## config.mk

```make
export PLATFORM = sky130hd
export DESIGN_NAME = fifo_burst_reader_flat
export DESIGN_NICKNAME = d
export VERILOG_FILES = /design/src/rtl/fifo_burst_reader_pkg.sv /design/src/rtl/fifo_burst_reader_if.sv /design/src/rtl/fifo_burst_skid.sv /design/src/rtl/fifo_burst_reader.sv /design/src/flat_wrapper.sv
export SDC_FILE = /design/constraint.sdc
export NUM_CORES = 1
export LEC_CHECK = 0
export CORE_MARGIN = 1.5
export CORE_UTILIZATION = 51
export DETAILED_ROUTE_END_ITERATION = 10
export PLACE_DENSITY = 0.79
export SLEW_MARGIN = 5
export SYNTH_ARGS = -nofsm -noshare
export SYNTH_HDL_FRONTEND = slang
export SYNTH_SLANG_ARGS = --single-unit
```

## constraint.sdc

```tcl
create_clock -name clk -period 2.1 [get_ports clk]
set_input_delay 0.42 -clock clk [delete_from_list [all_inputs] [get_ports clk]]
set_output_delay 0.42 -clock clk [all_outputs]
set_load 0.02 [all_outputs]
```

## src/rtl/fifo_burst_reader_pkg.sv

```systemverilog
// Shared types and widths for the FIFO burst reader.
package fifo_burst_reader_pkg;

  localparam int DW_DEF = 8;   // default data width, matches fifo_mem
  localparam int CNT_W  = 8;   // idle / burst counters (TIMEOUT, BURST_MAX <= 255)
  localparam int POP_W  = 16;  // total pop counter

  typedef enum logic [1:0] {
    IDLE  = 2'd0,
    DRAIN = 2'd1,
    COOL  = 2'd2
  } state_e;

endpackage

```

## src/rtl/fifo_burst_reader_if.sv

```systemverilog
// FIFO read side plus downstream valid/ready stream and status of the burst reader.
interface fifo_burst_reader_if
  import fifo_burst_reader_pkg::*;
#(
  parameter int DW = DW_DEF
) ();

  logic [DW-1:0]    fifo_data;
  logic             fifo_empty;
  logic             fifo_threshold;
  logic             fifo_underflow;
  logic             fifo_rd;
  logic [DW-1:0]    m_data;
  logic             m_valid;
  logic             m_ready;
  logic             busy;
  logic             err_underflow;
  logic [POP_W-1:0] pop_count;

  // Reader side
  modport master (
    input  fifo_data, fifo_empty, fifo_threshold, fifo_underflow, m_ready,
    output fifo_rd, m_data, m_valid, busy, err_underflow, pop_count
  );

  // FIFO / consumer side
  modport slave (
    output fifo_data, fifo_empty, fifo_threshold, fifo_underflow, m_ready,
    input  fifo_rd, m_data, m_valid, busy, err_underflow, pop_count
  );

endinterface

```

## src/rtl/fifo_burst_skid.sv

```systemverilog
// 2-entry in-order output buffer: head register feeds the stream, tail holds
// the second word while the consumer stalls.
module fifo_burst_skid #(
  parameter int DW = 8
) (
  input  logic          clk,
  input  logic          rst,
  input  logic          push,
  input  logic [DW-1:0] din,
  input  logic          ready,
  output logic          valid,
  output logic [DW-1:0] dout,
  output logic [1:0]    occ
);

  logic [DW-1:0] head_q, head_d, tail_q, tail_d;
  logic [1:0]    occ_q, occ_d;
  logic          pop;

  assign pop   = (occ_q != 2'd0) && ready;
  assign valid = (occ_q != 2'd0);
  assign dout  = head_q;
  assign occ   = occ_q;

  // Next buffer contents for every push/pop combination
  always_comb begin
    head_d = head_q;
    tail_d = tail_q;
    occ_d  = occ_q;
    case ({push, pop})
      2'b10: begin
        // a push into a full buffer is never issued by the reader; ignore it
        if (occ_q == 2'd0) begin
          head_d = din;
          occ_d  = 2'd1;
        end else if (occ_q == 2'd1) begin
          tail_d = din;
          occ_d  = 2'd2;
        end
      end
      2'b01: begin
        head_d = tail_q;
        occ_d  = occ_q - 2'd1;
      end
      2'b11: begin
        // occupancy unchanged; the new word lands behind whatever remains
        if (occ_q == 2'd1) begin
          head_d = din;
        end else begin
          head_d = tail_q;
          tail_d = din;
        end
      end
      default: ;
    endcase
  end

  // Buffer registers; reset discards contents
  always_ff @(posedge clk) begin
    if (rst) begin
      head_q <= '0;
      tail_q <= '0;
      occ_q  <= 2'd0;
    end else begin
      head_q <= head_d;
      tail_q <= tail_d;
      occ_q  <= occ_d;
    end
  end

endmodule

```

## src/rtl/fifo_burst_reader.sv

```systemverilog
// Burst read controller for fifo_mem: pops on threshold or idle timeout and
// re-presents words on a valid/ready stream through a 2-entry buffer.
// Optional macro FIFO_BURST_READER_STATS_EN enables the live pop_count counter.
module fifo_burst_reader
  import fifo_burst_reader_pkg::*;
#(
  parameter int DW        = DW_DEF,
  parameter int BURST_MAX = 8,
  parameter int TIMEOUT   = 16
) (
  input logic                 clk,
  input logic                 rst,
  fifo_burst_reader_if.master bus
);

  state_e           state_q, state_d;
  logic [CNT_W-1:0] idle_cnt_q, idle_cnt_d;
  logic [CNT_W-1:0] burst_cnt_q, burst_cnt_d;
  logic             err_q, err_d;
  logic [1:0]       occ;
  logic             rd;

  // Pop only when draining, data is present and the buffer has room
  assign rd = !rst && (state_q == DRAIN) && !bus.fifo_empty && (occ < 2'd2);

  assign bus.fifo_rd       = rd;
  assign bus.busy          = (state_q != IDLE) || (occ != 2'd0);
  assign bus.err_underflow = err_q;

  // Next state and counters
  always_comb begin
    state_d     = state_q;
    idle_cnt_d  = '0;
    burst_cnt_d = burst_cnt_q;
    err_d       = err_q | bus.fifo_underflow;
    case (state_q)
      IDLE: begin
        if (bus.fifo_threshold ||
            (!bus.fifo_empty && idle_cnt_q == CNT_W'(TIMEOUT - 1))) begin
          state_d     = DRAIN;
          burst_cnt_d = '0;
        end else if (!bus.fifo_empty) begin
          idle_cnt_d = idle_cnt_q + CNT_W'(1);
        end
      end
      DRAIN: begin
        if (rd) burst_cnt_d = burst_cnt_q + CNT_W'(1);
        if ((rd && burst_cnt_q == CNT_W'(BURST_MAX - 1)) || bus.fifo_empty)
          state_d = COOL;
      end
      // one cycle for the FIFO's registered flags to catch up
      COOL:    state_d = IDLE;
      default: state_d = IDLE;
    endcase
  end

  // State and counter registers
  always_ff @(posedge clk) begin
    if (rst) begin
      state_q     <= IDLE;
      idle_cnt_q  <= '0;
      burst_cnt_q <= '0;
      err_q       <= 1'b0;
    end else begin
      state_q     <= state_d;
      idle_cnt_q  <= idle_cnt_d;
      burst_cnt_q <= burst_cnt_d;
      err_q       <= err_d;
    end
  end

`ifdef FIFO_BURST_READER_STATS_EN
  logic [POP_W-1:0] pop_cnt_q, pop_cnt_d;

  // Free-running pop total, wraps naturally
  always_comb pop_cnt_d = pop_cnt_q + POP_W'(rd);

  // Pop counter register
  always_ff @(posedge clk) begin
    if (rst) pop_cnt_q <= '0;
    else     pop_cnt_q <= pop_cnt_d;
  end

  assign bus.pop_count = pop_cnt_q;
`else
  assign bus.pop_count = '0;
`endif

  fifo_burst_skid #(.DW(DW)) u_skid (
    .clk   (clk),
    .rst   (rst),
    .push  (rd),
    .din   (bus.fifo_data),
    .ready (bus.m_ready),
    .valid (bus.m_valid),
    .dout  (bus.m_data),
    .occ   (occ)
  );

endmodule

```

## src/flat_wrapper.sv

```systemverilog
// flat-port wrapper written by rule: the top's interface ports become plain ports
module fifo_burst_reader_flat import fifo_burst_reader_pkg::*;
#(
  parameter int DW        = DW_DEF,
  parameter int BURST_MAX = 8,
  parameter int TIMEOUT   = 16
)
  (clk, rst, bus_fifo_data, bus_fifo_empty, bus_fifo_threshold, bus_fifo_underflow, bus_m_ready, bus_fifo_rd, bus_m_data, bus_m_valid, bus_busy, bus_err_underflow, bus_pop_count);
  fifo_burst_reader_if #(.DW(DW)) bus_i ();
  input logic clk;
  input logic rst;
  input wire logic [$bits(bus_i.fifo_data)-1:0] bus_fifo_data;
  input wire logic [$bits(bus_i.fifo_empty)-1:0] bus_fifo_empty;
  input wire logic [$bits(bus_i.fifo_threshold)-1:0] bus_fifo_threshold;
  input wire logic [$bits(bus_i.fifo_underflow)-1:0] bus_fifo_underflow;
  input wire logic [$bits(bus_i.m_ready)-1:0] bus_m_ready;
  output wire logic [$bits(bus_i.fifo_rd)-1:0] bus_fifo_rd;
  output wire logic [$bits(bus_i.m_data)-1:0] bus_m_data;
  output wire logic [$bits(bus_i.m_valid)-1:0] bus_m_valid;
  output wire logic [$bits(bus_i.busy)-1:0] bus_busy;
  output wire logic [$bits(bus_i.err_underflow)-1:0] bus_err_underflow;
  output wire logic [$bits(bus_i.pop_count)-1:0] bus_pop_count;
  assign bus_i.fifo_data = bus_fifo_data;
  assign bus_i.fifo_empty = bus_fifo_empty;
  assign bus_i.fifo_threshold = bus_fifo_threshold;
  assign bus_i.fifo_underflow = bus_fifo_underflow;
  assign bus_i.m_ready = bus_m_ready;
  assign bus_fifo_rd = bus_i.fifo_rd;
  assign bus_m_data = bus_i.m_data;
  assign bus_m_valid = bus_i.m_valid;
  assign bus_busy = bus_i.busy;
  assign bus_err_underflow = bus_i.err_underflow;
  assign bus_pop_count = bus_i.pop_count;
  fifo_burst_reader #(.DW(DW), .BURST_MAX(BURST_MAX), .TIMEOUT(TIMEOUT)) u_core (.clk(clk), .rst(rst), .bus(bus_i));
endmodule
```

Word level (Yosys, flattened, before mapping)

Index checks and enable logic that the tools add are counted.

Register bits: 37
Input bits: 14
Output and inout bits: 28
Logic and storage cells: 67

Add/subtract/negate cells: 3
$lt $le $gt $ge: 1
Equal/unequal tests: 14
Muxes and demuxes: 15
Bitwise logic cells: 2
Reductions and logical operators: 25

Operators with widths:

| cell                                                  | count |
|---|---|
| two-way mux 8 bit                                     | 6 |
| one-hot mux 8 bit (2 select lines)                    | 2 |
| one-hot mux 8 bit (3 select lines)                    | 1 |
| adder 8 x 1 -> 8 bit, second input constant           | 2 |
| nonzero test 2 bit                                    | 5 |
| == test 8 x 3 -> 1 bit, second input constant         | 1 |
| == test 8 x 4 -> 1 bit, second input constant         | 1 |
| two-way mux 2 bit                                     | 4 |
| inequality test 2 bit, second input constant          | 4 |
| one-hot mux 2 bit (2 select lines)                    | 2 |
| == test 2 x 1 -> 1 bit, second input constant         | 3 |
| logical AND 1 bit                                     | 6 |
| AND reduction 2 bit                                   | 3 |
| AND reduction 3 bit                                   | 2 |
| == test 2 bit, second input constant                  | 2 |
| zero test 2 bit                                       | 2 |
| inequality test 2 x 1 -> 1 bit, second input constant | 2 |
| OR reduction 4 bit                                    | 1 |
| logical OR 1 bit                                      | 3 |
| inequality test 3 bit, second input constant          | 1 |
| nonzero test 3 bit                                    | 1 |
| zero test 1 bit                                       | 2 |
| < comparator 2 bit, second input constant             | 1 |
| subtractor 2 x 1 -> 2 bit, second input constant      | 1 |
| 2 further kinds                                       | 2 |

Logic depth before layout (Yosys ltp)

Gate-level depths: netlist of run 1.

Depth in word-level cells: 8
Gate-level depth with buffers: 8
Mapped depth without buffers: 6

Cells and area by module

Synthesis of run 1 repeated with hierarchy kept, for this count alone.

Cell total of the unflattened synthesis: 221
Area total of the unflattened synthesis: 1,895.6 µm²

Modules (own cells, without submodules):

| module            | instances | cells an instance | area each (µm²) | sequential area each (µm²) |
|---|---|---|---|---|
| fifo_burst_reader | 1         | 122               | 1,018.5         | 380.4 |
| fifo_burst_skid   | 1         | 99                | 877.1           | 360.3 |

Least setup slack after synthesis of run 1

Ideal clock, no wire load.

Path kind: reg-to-reg
From: reg u_core.u_skid.occ_q[1] (netlist: u_core.u_skid.occ[1])
To: reg u_core.u_skid.head_q[0] (netlist: u_core.u_skid.dout[0])
Library setup time: 0.080 ns
Data arrival time: 1.684 ns
Data required time: 2.020 ns
Slack: 0.336 ns
Cell stages (with the launch flop): 8
Path buffers: 2
Period minus slack after synthesis: 1.764 ns
Path through: dfxtp_1 > inv_1 > ha_1 > buf_2 > clkbuf_1 > nand3_1 > mux2_2 > a22oi_1

Longest elaborated chain between the ends: 5
Elaborated cells between the ends (all ways): 14
Those cells by class: order compare (1); eq/ne (5); mux (2); reduce/logical (6)

Ends and longest elaborated chain:

| what                                                                         | line                                           | RTL |
|---|---|---|
| from (decl)                                                                  | fifo_burst_skid.sv:17                          | `logic [1:0] occ_q, occ_d;` |
| from (signal assigned)                                                       | fifo_burst_skid.sv:63                          | `occ_q <= 2'd0;` |
| from (signal assigned)                                                       | fifo_burst_skid.sv:67                          | `occ_q <= occ_d;` |
| < comparator 2 bit or nonzero test 2 bit (tied branches)                     | fifo_burst_reader.sv:24, fifo_burst_skid.sv:20 |  |
| logical AND 1 bit, on equally long branches                                  | fifo_burst_reader.sv:24, fifo_burst_skid.sv:20 |  |
| == test 2 bit or == test 2 x 1 -> 1 bit (tied branches)                      | fifo_burst_skid.sv:30                          | `case ({push, pop})` |
| inequality test 2 bit (no source line) or nonzero test 3 bit (tied branches) | n/a                                            |  |
| AND reduction 2 bit (no source line)                                         | n/a                                            |  |
| to (signal assigned)                                                         | fifo_burst_skid.sv:61                          | `head_q <= '0;` |
| to (signal assigned)                                                         | fifo_burst_skid.sv:65                          | `head_q <= head_d;` |
| to (decl)                                                                    | fifo_burst_skid.sv:16                          | `logic [DW-1:0] head_q, head_d, tail_q, tail_d;` |

Parallel ways exist; a longest one is shown, timed or not.
A chain may end at the register's enable or synchronous reset.

Worst setup path in the final report of run 1

From: reg u_core.u_skid.occ_q[0] (netlist: u_core.u_skid.occ[0])
To: out bus_m_valid

Longest elaborated chain between the ends: 1

Ends and longest elaborated chain:

| what               | line                  | RTL |
|---|---|---|
| nonzero test 2 bit | fifo_burst_skid.sv:21 | `assign valid = (occ_q != 2'd0);` |
| to (decl)          | flat_wrapper.sv:19    | `output wire logic [$bits(bus_i.m_valid)-1:0] bus_m_valid;` |

No other way between the ends.

==> flow_summary.yaml, run 1 <==
outcome:
  status: "complete, no violations"
synthesis:
  ys_warn_count: 0
  mappedNetlistArea_sq_mm: 0.00208
  synth_edf_count: 0
  synth.most_common_cell: "dfxtp_1"
  ys_ff_latch: 37
  synth-main-ff-cell: "dfxtp_1"
  synth_common_cells: "dfxtp_1 (37), nor2_1 (33), buf_4 (16), nand2_1 (14), o21ai_0 (10)"
  ys_top_cells_by_area: "dfxtp_1 (36%), nor2_1 (5.9%), buf_4 (5.8%)"
  yosysSeqAreaShare_pct: 35.6
  yosysTopAreaCell: "dfxtp_1"
  syn_avg_cell_area_sq_um: 8.33
  synthDistinctLibCells: 46
  synth_top_area_share_pct: 35.6
  postSynth.asyncResetShare_pct: 0
  syn_inst: 250
final_layout:
  final_area_sq_mm: 0.00253
  syn_to_final_growth_pct: 21.6
  drive_above_1_share_pct: 16.7
  diodes: 0
  fillers: 353
  fin_nets: 311
route:
  routedWlPerCell_um: 13.7
  drt_iter0_markers: 109
  ant_nets: 0
  vias: 1872
  drcViolationCount: 0
  vias_per_cell: 5.44
  firstDrtPassIters: 4
  drt-total-wl_mm: 4.72
timing:
  skew_ns: 0.00802
  drv_slew: 0
  whs_ns: 0.453
  setup_tns_ns: 0
  setup_viol: 0
  rsz0062_at_grt: "false"
  fin_crit_ns: 1.95
  final_hold_viol_count: 0
  clock.fmax_ghz: 0.513
  timing.final.crit_share_pct: 92.8
setup_path:
  slowest_delay_ns: 0.40
  timing.rr.end: "u_core.u_skid.tail_q[7]$_SDFFE_PP0P_"
  cp_max_fo: 7
  cp_slowest_cell: "dfxtp_1"
  worstReg2RegStart: "u_core.state_q[0]$_SDFFE_PP0P_"
  cp_common_cell: "inv_1"
  worst_ep_arrival_time_ns: 1.53
  criticalPathCategory: "register to output pin"
  cp_cell_sequence: "inv_1 -> ha_1 -> inv_1 -> dlygate4sd2_1"
  start_kind: "register"
  rrSetupSlack_ns: 0.27
  path_delay_family: "buffers and inverters"
  end_kind: "output pin"
  cp.buffers_inverters: 3
  cp.required_ns: 1.68
  rr_worst_depth: 5
cts:
  cts_buffers: 5
  clkTransAtPathRegs_ns: 0.07
  cts_max_level: 2
  root_buffer: "clkbuf_8"
  cts_buffer_depth: 2
  numClockSinks: 37
  hold_buffers: 0
  cts_tree: "built"
  clkLatencyLatePin_ns: 0.29
floorplanning:
  pin_count: 42
  start_util_pct: 52.4
  core_sq_mm: 0.00397
  die_y_um: 66.9
  floorplan.rows: 23
  dieWidth_um: 66.9
  dieArea_sq_mm: 0.00447
placed_design:
  dp_hpwl_mm: 3.44
  port_buffers: 25
  placed_area_sq_mm: 0.00245
  gp_congestion: 0.840
hold_path:
  hold_path_end: "u_core.idle_cnt_q[0]$_SDFF_PP0_"
  hp-class: "register to register"
  hp-start: "u_core.idle_cnt_q[0]$_SDFF_PP0_"
  hold_path_depth: 1
power_and_ir_drop:
  leakage_nw: 1.00
  max-vdd-ir-drop_uv: 441
  p_per_area_mw_per_mm2: 692
job:
  cap_violations: 0
global_route:
  grt_pass1_wl_mm: 7.62
  grt.overflow.total: 0
  gr-usage-all-layers_pct: 22.9
  grt_max_degree: 18
  grt_pass1_vias: 1714
  antenna_found_initial: 0
==> logic make-up after synthesis <==
family,share of synthesized area [%]
buffers and inverters,10.2
xor gates and xnor gates,2.52
DFF,35.6
adders and majority gates,2.40
other,0.180
muxes,5.65
AOI/OAI and AO/OA,20.2
and+or+nand+nor,23.3
==> through the flow <==
step,setup WS (ns),std cells,util [%],total power [mW]
final,0.152,344,63.7,1.75
after global routing,0.0804,344,63.7,1.84
after CTS,0.162,344,63.7,1.75
after detailed placement,-0.0993,336,61.8,1.29
after global placement,-0.0786,336,61.8,1.28
after floorplan,0.336,265,-,1.12
==> registers in the layout (all words and copies together) (netlist names) <==
name / count
u_core.u_skid.tail_q: 8
u_core.u_skid.occ: 2
u_core.idle_cnt_q: 8
u_core.bus.err_underflow: 1
u_core.state_q: 2
u_core.u_skid.dout: 8
u_core.burst_cnt_q: 8
==> worst reg2reg max path: stages (launching register included) <==
cell and delay, ns:
dfxtp_1 0.44, or3b_1 0.51, a2111oi_4 0.33, buf_4 0.20, nor2_1 0.05, a211oi_1 0.22
==> metal layers <==
| metal | routed length [um] | track usage [%] | vias up |
|---|---|---|---|
| met5 | 0 | 0 | - |
| met4 | 69 | 9.69 | 0 |
| met3 | 214 | 4.73 | 8 |
| met2 | 2280 | 39.6 | 48 |
| met1 | 2150 | 27.2 | 866 |
| li1 | - | - | 950 |
==> cells in the final DEF, fill, tap and decap left out, types with 8 or more instances in the layout <==
cell type and n:
clkdlybuf4s50_1 22, a31oi_1 8, o21ai_0 10, o22ai_1 8, inv_1 9, buf_4 24
nor2_1 33, dfxtp_1 37, conb_1 16, a211oi_1 8, nand2_1 14
==> worst max-delay path by stage <==
stage | start | endpoint | slack, ns | depth (start not counted)
6_report | u_core.u_skid.occ[0]$_SDFFE_PP0P_ | bus_m_valid | 0.15 | 4
5_1_grt | u_core.u_skid.occ[0]$_SDFFE_PP0P_ | bus_m_valid | 0.08 | 4
4_1_cts | bus_fifo_empty | bus_fifo_rd | 0.16 | 5
3_5_place_dp | bus_fifo_empty | bus_fifo_rd | -0.1 | 5
3_3_place_gp | rst | bus_fifo_rd | -0.08 | 5
2_1_floorplan | u_core.u_skid.occ[1]$_SDFFE_PP0P_ | u_core.u_skid.dout[0]$_SDFFE_PP0P_ | 0.34 | 7
==> where the power goes <==
| part | total, mW | switching [mW] | leakage (nW) | internal, mW |
|---|---|---|---|---|
| registers | 0.768 | 0.0267 | 0.300 | 0.741 |
| clock network | 0.476 | 0.241 | 0.0395 | 0.236 |
| logic | 0.508 | 0.271 | 0.662 | 0.237 |
==> what timing repair did <==
| item | 4_1_cts | 5_1_grt |
|---|---|---|
| resized for setup | 3 | 1 |
| setup endpoints to repair | 3 | 1 |
| setup buffers | 0 | 0 |
==> layout make-up <==
type | instances | area, sq um | area share, %
sequential | 37 | 741 | 29.3
clock buffer | 8 | 80.1 | 3.16
tap | 50 | 62.6 | 2.47
multi-input combinational | 191 | 1190 | 46.9
inverter | 9 | 33.8 | 1.33
timing repair buffer | 49 | 427 | 16.9
Note: power is estimated with default switching activity, not from simulation.
==> run 2, diff against run 1 <==
- REMOVE_ABC_BUFFERS: not set -> 1
==> run 2 against run 1 <==
- non-clock buffer count shrank 2
- count of clock-buffer cells in the layout down 1
- clock skew fell by 0.00056 ns
- worst setup slack worse by 0.013 ns
- largest cell class unchanged
==> flow_summary.yaml, run 2 (synthesized netlist as in run 1, its figures left out) <==
power_and_ir_drop:
  leakage_nw: 1.02
  max-vdd-ir-drop_uv: 512
  p_int_mw: 1.27
  clkPwrFrac_pct: 30.0
  p_comb_share_pct: 27.5
  sw_frac_of_total_pct: 29.6
  switchingPower_uw: 535
  power_frac_seq_pct: 42.5
  p_per_area_mw_per_mm2: 712
cts:
  cts_buffers: 5
  post_cts_buffers: 0
  root_buffer: "clkbuf_8"
  cts_tree: "built"
  cts_max_level: 2
  clkTransAtPathRegs_ns: 0.07
  numClockSinks: 37
  cts_buffer_depth: 2
  clkLatencyLatePin_ns: 0.29
final_layout:
  layout_commonest_cell: "dfxtp_1"
  final_cell_mix: "dfxtp_1 (37), nor2_1 (33), clkdlybuf4s50_1 (22), buf_4 (22), conb_1 (16)"
  fin_nets: 309
  drive_above_1_share_pct: 16.8
  syn_to_final_growth_pct: 21.9
  diodes: 0
placed_design:
  dp_hpwl_mm: 3.26
  port_buffers: 25
  gp_congestion: 0.824
floorplanning:
  dieArea_sq_mm: 0.00447
  die_y_um: 66.9
  pin_count: 42
  core_sq_mm: 0.00397
  start_util_pct: 52.4
  dieWidth_um: 66.9
  floorplan.rows: 23
global_route:
  grt_pass1_wl_mm: 7.45
  antenna_found_initial: 0
  grt_pass1_vias: 1679
  grt_max_degree: 22
  gr-usage-all-layers_pct: 21.9
  grt.overflow.total: 0
setup_path:
  criticalPathCategory: "input port to register"
  cp.required_ns: 2.30
  start_kind: "input port"
  end_kind: "register"
  cp_max_fo: 8
  worst_ep_arrival_time_ns: 2.16
route:
  vias: 1847
  vias_per_cell: 5.40
  drt-total-wl_mm: 4.50
  routedWlPerCell_um: 13.1
  firstDrtPassIters: 5
  ant_nets: 0
  drcViolationCount: 0
  drt_iter0_markers: 137
timing:
  fin_crit_ns: 1.96
  drv_slew: 0
  timing.final.crit_share_pct: 93.4
  setup_tns_ns: 0
  clock.fmax_ghz: 0.510
  whs_ns: 0.449
  setup_viol: 0
  rsz0062_at_grt: "false"
  skew_ns: 0.00746
  final_hold_viol_count: 0
job:
  cap_violations: 0
hold_path:
  hp-class: "register to register"
outcome:
  status: "complete, no violations"
run 2: cell count changes in the layout (fill, tap and decap cells not counted), sizes merged:
cell,before,now
buf,24,22
clkbuf,8,7
clkinv,0,1
dlygate4sd2,3,2
dlymetal6s2s,0,1
run 2: stage by stage:
step	worst slack [ns]	cells	power [mW]	instance area (sq um)	utilization [%]
CTS	0.00612	342	1.83	2540	63.9
floorplan	0.198	237	1.07	1960	-
detailed placement	-0.121	334	1.29	2440	61.4
global placement	-0.122	334	1.28	2440	61.4
global route	0.0504	342	1.90	2540	63.9
finish	0.139	342	1.81	2540	63.9
run 2: power by group through the flow:
| stage | sequential (mW) | combinational [mW] | clock, mW |
|---|---|---|---|
| floorplan | 0.811 | 0.264 | 0 |
| global placement | 0.782 | 0.494 | 0 |
| detailed placement | 0.783 | 0.502 | 0 |
| CTS | 0.767 | 0.500 | 0.562 |
| global route | 0.772 | 0.545 | 0.586 |
| finish | 0.767 | 0.498 | 0.542 |
run 2: worst paths after layout:
kind,depth (start not counted),start,to,slack (ns)
setup / recovery,7,rst,u_core.u_skid.tail_q[6]$_SDFFE_PP0P_,0.14
hold / removal,1,u_core.idle_cnt_q[0]$_SDFF_PP0_,u_core.idle_cnt_q[0]$_SDFF_PP0_,0.45
setup reg to reg,8,u_core.u_skid.occ[1]$_SDFFE_PP0P_,u_core.u_skid.tail_q[6]$_SDFFE_PP0P_,0.22
hold reg to reg,1,u_core.idle_cnt_q[0]$_SDFF_PP0_,u_core.idle_cnt_q[0]$_SDFF_PP0_,0.45
run 2: final cells by class:
type / instances / area [sq um]
fill: 356 / 1430
sequential: 37 / 741
multi-input combinational: 191 / 1180
clock buffer: 7 / 96.3
timing repair buffer: 47 / 415
tap: 50 / 62.6
inverter: 9 / 33.8
clock inverter: 1 / 5.00
run 2: critical path, stage by stage:
cell and delay, ns:
clkdlybuf4s50_1 0.45, buf_4 0.15, or2_2 0.34, a2111oi_4 0.32, buf_4 0.20, nor2_1 0.05, a211oi_1 0.22
run 2: per-layer routing:
metal  wire length, um  GRT usage [%]
met5                 0              0
met4                27           7.65
met3               168           4.05
met2              2280           39.8
met1              2020           25.3
run 2: repair_timing:
action                                  in CTS  in global routing
hold buffers                                 0                  0
pin swaps                                    0                  0
gates resized for setup                      2                  1
cloned                                       0                  0
endpoints found under the setup margin       2                  1
==> run 3, diff against run 2 <==
- TNS_END_PERCENT: not set -> 10
==> results of run 3 <==
No change in the layout: final DEF, timing and power equal those of run 2.
